<file path="config.mk">
export PLATFORM = sky130hd
export DESIGN_NAME = display_pattern_gen
export DESIGN_NICKNAME = d
export VERILOG_FILES = /design/src/rtl/display_pkg.sv /design/src/rtl/step_timer.sv /design/src/rtl/display_pattern_gen.sv
export SDC_FILE = /design/constraint.sdc
export NUM_CORES = 1
export LEC_CHECK = 0
export BUFFER_PORTS_ARGS = -buffer_cell sky130_fd_sc_hd__buf_2
export CORE_MARGIN = 2
export CORE_UTILIZATION = 55
export CTS_CLUSTER_SIZE = 12
export DETAILED_ROUTE_END_ITERATION = 8
export MAX_ROUTING_LAYER = met4
export PLACE_DENSITY = 0.73
export SLEW_MARGIN = 20
export SYNTH_ARGS = -nofsm -noshare
export SYNTH_HDL_FRONTEND = slang
export SYNTH_SLANG_ARGS = --single-unit
</file>
<file path="constraint.sdc">
create_clock -name clk5 -period 2.9 [get_ports clk5]
set_input_delay 0.29 -clock clk5 [delete_from_list [all_inputs] [get_ports clk5]]
set_output_delay 0.29 -clock clk5 [all_outputs]
set_load 0.1 [all_outputs]
</file>
<file path="src/rtl/display_pkg.sv">
// rtl/display_pkg.sv - pattern mode encodings shared by the display test-pattern source
package display_pkg;

  localparam int MODE_W = 2;

  typedef enum logic [MODE_W-1:0] {
    MODE_COUNT   = 2'd0,
    MODE_STAGGER = 2'd1,
    MODE_WALK    = 2'd2,
    MODE_ALLSAME = 2'd3
  } mode_t;

endpackage

</file>
<file path="src/rtl/step_timer.sv">
// rtl/step_timer.sv - step strobe source: free-run prescaler or synchronised pushbutton edge
module step_timer #(
  parameter int PRESCALE = 2500000
) (
  input  logic clk5,
  input  logic reset,
  input  logic run,
  input  logic stepBtn,
  input  logic clear,
  output logic step
);

  localparam int PW = $clog2(PRESCALE);
  localparam logic [PW-1:0] PLAST = PW'(PRESCALE - 1);

  logic [PW-1:0] pcount;
  logic btnMeta;
  logic btnSync;
  logic btnPrev;
  logic autoStep;
  logic manualStep;

  assign autoStep   = run && (pcount == PLAST);
  assign manualStep = !run && btnSync && !btnPrev;
  assign step       = autoStep || manualStep;

  // Button flops reset high so a button held through reset needs release then press.
  always_ff @(posedge clk5) begin
    if (reset) begin
      pcount  <= '0;
      btnMeta <= 1'b1;
      btnSync <= 1'b1;
      btnPrev <= 1'b1;
    end else begin
      btnMeta <= stepBtn;
      btnSync <= btnMeta;
      btnPrev <= btnSync;
      if (clear || !run || autoStep) begin
        pcount <= '0;
      end else begin
        pcount <= pcount + PW'(1);
      end
    end
  end

endmodule

</file>
<file path="src/rtl/display_pattern_gen.sv">
// rtl/display_pattern_gen.sv - NDIGITS hex test-pattern source for the seven-segment display
module display_pattern_gen
  import display_pkg::*;
#(
  parameter int NDIGITS  = 4,
  parameter int PRESCALE = 2500000
) (
  input  logic                   clk5,
  input  logic                   reset,
  input  logic [1:0]             mode,
  input  logic                   run,
  input  logic                   stepBtn,
  output logic [4*NDIGITS-1:0]   dispVal,
  output logic [NDIGITS-1:0]     digitEn,
  output logic                   stepPulse
);

  localparam int SW   = 4 * NDIGITS;
  localparam int POSW = $clog2(NDIGITS);
  localparam logic [POSW-1:0] POS_LAST = POSW'(NDIGITS - 1);

  mode_t             modeReg;
  mode_t             modeNext;
  logic [SW-1:0]     s;
  logic [SW-1:0]     sNext;
  logic [POSW-1:0]   pos;
  logic [POSW-1:0]   posNext;
  logic [3:0]        sym;
  logic [3:0]        symNext;
  logic              modeChange;
  logic              step;
  logic              pulseNext;
  logic [SW-1:0]     valNext;
  logic [NDIGITS-1:0] enNext;

  assign modeChange = (mode_t'(mode) != modeReg);

  step_timer #(
    .PRESCALE(PRESCALE)
  ) u_timer (
    .clk5    (clk5),
    .reset   (reset),
    .run     (run),
    .stepBtn (stepBtn),
    .clear   (modeChange),
    .step    (step)
  );

  // A mode change wins over a coincident step, which is dropped.
  always_comb begin
    modeNext  = modeReg;
    sNext     = s;
    posNext   = pos;
    symNext   = sym;
    pulseNext = 1'b0;
    if (modeChange) begin
      modeNext = mode_t'(mode);
      sNext    = '0;
      posNext  = '0;
      symNext  = '0;
    end else if (step) begin
      pulseNext = 1'b1;
      sNext     = s + SW'(1);
      if (modeReg == MODE_WALK && pos != POS_LAST) begin
        posNext = pos + POSW'(1);
      end else begin
        symNext = sym + 4'd1;
        if (modeReg == MODE_WALK) begin
          posNext = '0;
        end
      end
    end
  end

  always_comb begin
    valNext = '0;
    enNext  = '1;
    for (int k = 0; k < NDIGITS; k++) begin
      case (modeNext)
        MODE_COUNT:   valNext[4*k +: 4] = sNext[4*k +: 4];
        MODE_STAGGER: valNext[4*k +: 4] = sNext[k +: 4];
        MODE_WALK: begin
          valNext[4*k +: 4] = (posNext == POSW'(k)) ? symNext : 4'd0;
          enNext[k]         = (posNext == POSW'(k));
        end
        default:      valNext[4*k +: 4] = symNext;
      endcase
    end
  end

  always_ff @(posedge clk5) begin
    if (reset) begin
      modeReg   <= mode_t'(mode);
      s         <= '0;
      pos       <= '0;
      sym       <= '0;
      dispVal   <= '0;
      digitEn   <= '1;
      stepPulse <= 1'b0;
    end else begin
      modeReg   <= modeNext;
      s         <= sNext;
      pos       <= posNext;
      sym       <= symNext;
      dispVal   <= valNext;
      digitEn   <= enNext;
      stepPulse <= pulseNext;
    end
  end

endmodule
</file>
==> results.yml <==
die:
  floorplan.core_area_sq_um: 5540
  die_h_microns: 80.0
  placement_rows: 27
  floorplan.die_area_sq_um: 6390
  die_x_microns: 80.0
  initial_core_util_pct: 57.3
  boundaryPins: 27
global_routing:
  via_count_of_the_first_global_routing_pass: 2434
  grt-ovfl-total: 0
  initial_antenna_violation_count: 0
  groute.layer.met2.usage_pct: 36.8
  global_route_wire_length_before_repair_microns: 11100
  grt_most_used_layer: "met2"
  grt_util_met3_pct: 5.66
  grt_start_max_net_pins: 21
  grtUsageMet1_pct: 28.5
  grt_use_total_pct: 23.2
placement:
  placement.io_buffers: 26
  detailedPlacementHpwl_microns: 4980
  routabilityCongestion: 0.905
routing:
  finalWirelength_microns: 6770
  final_routed_drc_violation_total: 0
  route.antenna.remaining_nets: 0
  avgViaCountPerCell: 5.66
  firstDrtPassIters: 5
  route.vias.total: 2621
  route.detailed.wl_per_inst_microns: 14.6
  first_iter_violations: 199
timing:
  maxClockFrequency_mhz: 400
  finalMaxSlewViolations: 0
  final-setup-viol-count: 0
  timing.final.hold_violations: 0
  grt_setup_unrepaired: "false"
  tightest_slew_ps: 731
  period_share_pct: 86.1
  final_period_minus_worst_setup_slack_ps: 2500
  finalClockSkew_ps: 10.3
  maxSlewHeadroom_pct: 51.1
  setup_tns_ps: 0
clock_network:
  clock_path_buffers: 2
  clock_tree.root_cell: "sky130_fd_sc_hd__clkbuf_8"
  h-tree-depth: 3
  clock_tree_from_tritoncts: "built"
  tritoncts.num_buffers: 9
  post_cts_setup_repair_bufs: 0
  clk-insertion-delay-late_ps: 350
  cts-hold-fix-buffers: 0
  cts_num_sinks: 70
  postCtsResizedCells: 0
  clk_pin_slew_ps: 70
synthesis:
  synth_area_sq_um: 3170
  synthDominantAreaCellType: "sky130_fd_sc_hd__dfxtp_1"
  syn-num-nets: 374
  synth.yosys.warnings: 0
  netlist-cell-type-count: 46
  edff_count_synth: 0
  synth_cells: 364
  ys_top_cells_by_area: "sky130_fd_sc_hd__dfxtp_1, sky130_fd_sc_hd__nor2_1, sky130_fd_sc_hd__xnor2_1"
  ys_dominant_reg_cell: "sky130_fd_sc_hd__dfxtp_1"
  yosys_register_bits: 70
  synth_async_sr_flop_share_pct: 0
  post-synth-top-area-fraction_pct: 44.2
  synth.yosys.seq_area_share_pct: 44.2
  syn_avg_cell_area_sq_um: 8.72
layout:
  mostFrequentLayoutCell: "sky130_fd_sc_hd__dfxtp_1"
  leading_cell_types_in_the_layout_fill_and_taps_excluded: "sky130_fd_sc_hd__dfxtp_1, sky130_fd_sc_hd__nor2_1, sky130_fd_sc_hd__nand2_1, sky130_fd_sc_hd__buf_2, sky130_fd_sc_hd__xnor2_1"
  net_count_final: 396
  area_growth_from_synthesis_to_layout_pct: 11.9
  insertedDiodeCount: 0
  fraction_of_final_layout_cells_with_drive_strength_greater_than_1_pct: 14.1
outcome:
  status: "finished clean"
setup_path:
  path_cells: "ha_1 -> and4_1 -> and4_1 -> a31oi_4 -> nor2_1 -> mux2i_1 -> o221ai_1"
  critical_path_required_time_ps: 3120
  critical_path_peak_fanout: 17
  worstSetupPathType: "flop to flop"
  timing.critical_path.slowest_stage_cell: "sky130_fd_sc_hd__mux2i_1"
  critical_path.startpoint_type: "flop"
  worstSetupEndpointType: "flop"
  cp.arrival_ps: 2710
  timing.critical_path.mode_cell: "sky130_fd_sc_hd__and4_1"
  max_stage_delay_ps: 470
worst_hold_path:
  worst_hold_path_type: "input port to flop"
power_and_ir_drop:
  finalPower_mw: 1.91
  power.static_leakage_nw: 1.27
  power_per_cell_area_nw_per_um2: 537
  max-vdd-ir-drop_mv: 0.323
run:
  max-cap-violations: 0
[registers in the layout (all words and copies together), names as in the netlist, 2 cells and up]
name and count:
u_timer.pcount 22, dispVal 16, s 16, digitEn 4, sym 4, modeReg 2, pos 2
[critical path, delay by kind of cell, from the launching register on]
family	cells	cell delay, ps
fa+ha+maj	1	220
compound gates	2	450
flops	1	380
simple gates	3	840
mux	1	470
[cells by family (layout without fill, tap and decap cells)]
family / count (synthesis) / in the layout / synth area share, %
simple gates: 174 / 174 / 27.2
flops: 70 / 70 / 44.2
compound gates: 49 / 49 / 11.6
xor+xnor: 34 / 34 / 9.38
buf+inv: 24 / 51 / 3.08
mux: 9 / 9 / 2.92
fa+ha+maj: 4 / 4 / 1.58
[synthesized netlist by cell type, drive strengths merged, types with 4 or more instances]
master,number
and3,5
o21ai,9
o21a,5
a21oi,5
buf,5
nor3,15
xor2,15
mux2i,7
o221ai,6
nand2,32
nand4,5
ha,4
inv,7
nand2b,7
nand3,14
nor4,8
o22ai,9
clkbuf,12
nor2,61
and4,5
a31oi,4
xnor2,19
dfxtp,70
nor4b,4
and2,4
or2,5
[routing by layer]
metal  vias up  wire [microns]
met3        12             368
met4         0             107
met2        73            3200
met1      1215            3090
met5         -               0
li1       1321               -
[power breakdown]
group | switching, mW | internal [mW] | leakage [nW]
sequential | 0.00296 | 0.967 | 0.566
combinational | 0.0601 | 0.0193 | 0.592
clock | 0.351 | 0.506 | 0.110
[layout make-up]
type                       count  area, sq um
fill                         485         1990
multi-input combinational    270         1670
sequential                    70         1400
clock buffer                  12          145
timing repair buffer          28          145
tap                           72         90.1
clock inverter                 4         70.1
inverter                       7         26.3
[through the flow]
step                      cells  instance area (sq um)  hold WS (ps)  worst slack [ps]  util (%)
final                       463                   3550           128               402      64.1
after global routing        463                   3550           120               147      64.1
after CTS                   463                   3550           121               378      64.1
after detailed placement    447                   3340           400               383      60.2
after global placement      447                   3340           392               454      60.2
after floorplan             364                   3170           389               810         -
[path summary, 6_finish.rpt]
| kind | from | endpoint | slack (ps) | cells after the start |
|---|---|---|---|---|
| worst max-delay path | u_timer.pcount[0]$_SDFF_PP0_ | dispVal[13]$_SDFF_PP0_ | 400 | 7 |
| worst min-delay path | stepBtn | u_timer.btnMeta$_SDFF_PP1_ | 130 | 2 |
| worst max register to register | u_timer.pcount[0]$_SDFF_PP0_ | dispVal[13]$_SDFF_PP0_ | 400 | 7 |
| worst min register to register | u_timer.btnMeta$_SDFF_PP1_ | u_timer.btnSync$_SDFF_PP1_ | 410 | 1 |
No activity file was read; power rests on OpenSTA's default activity.
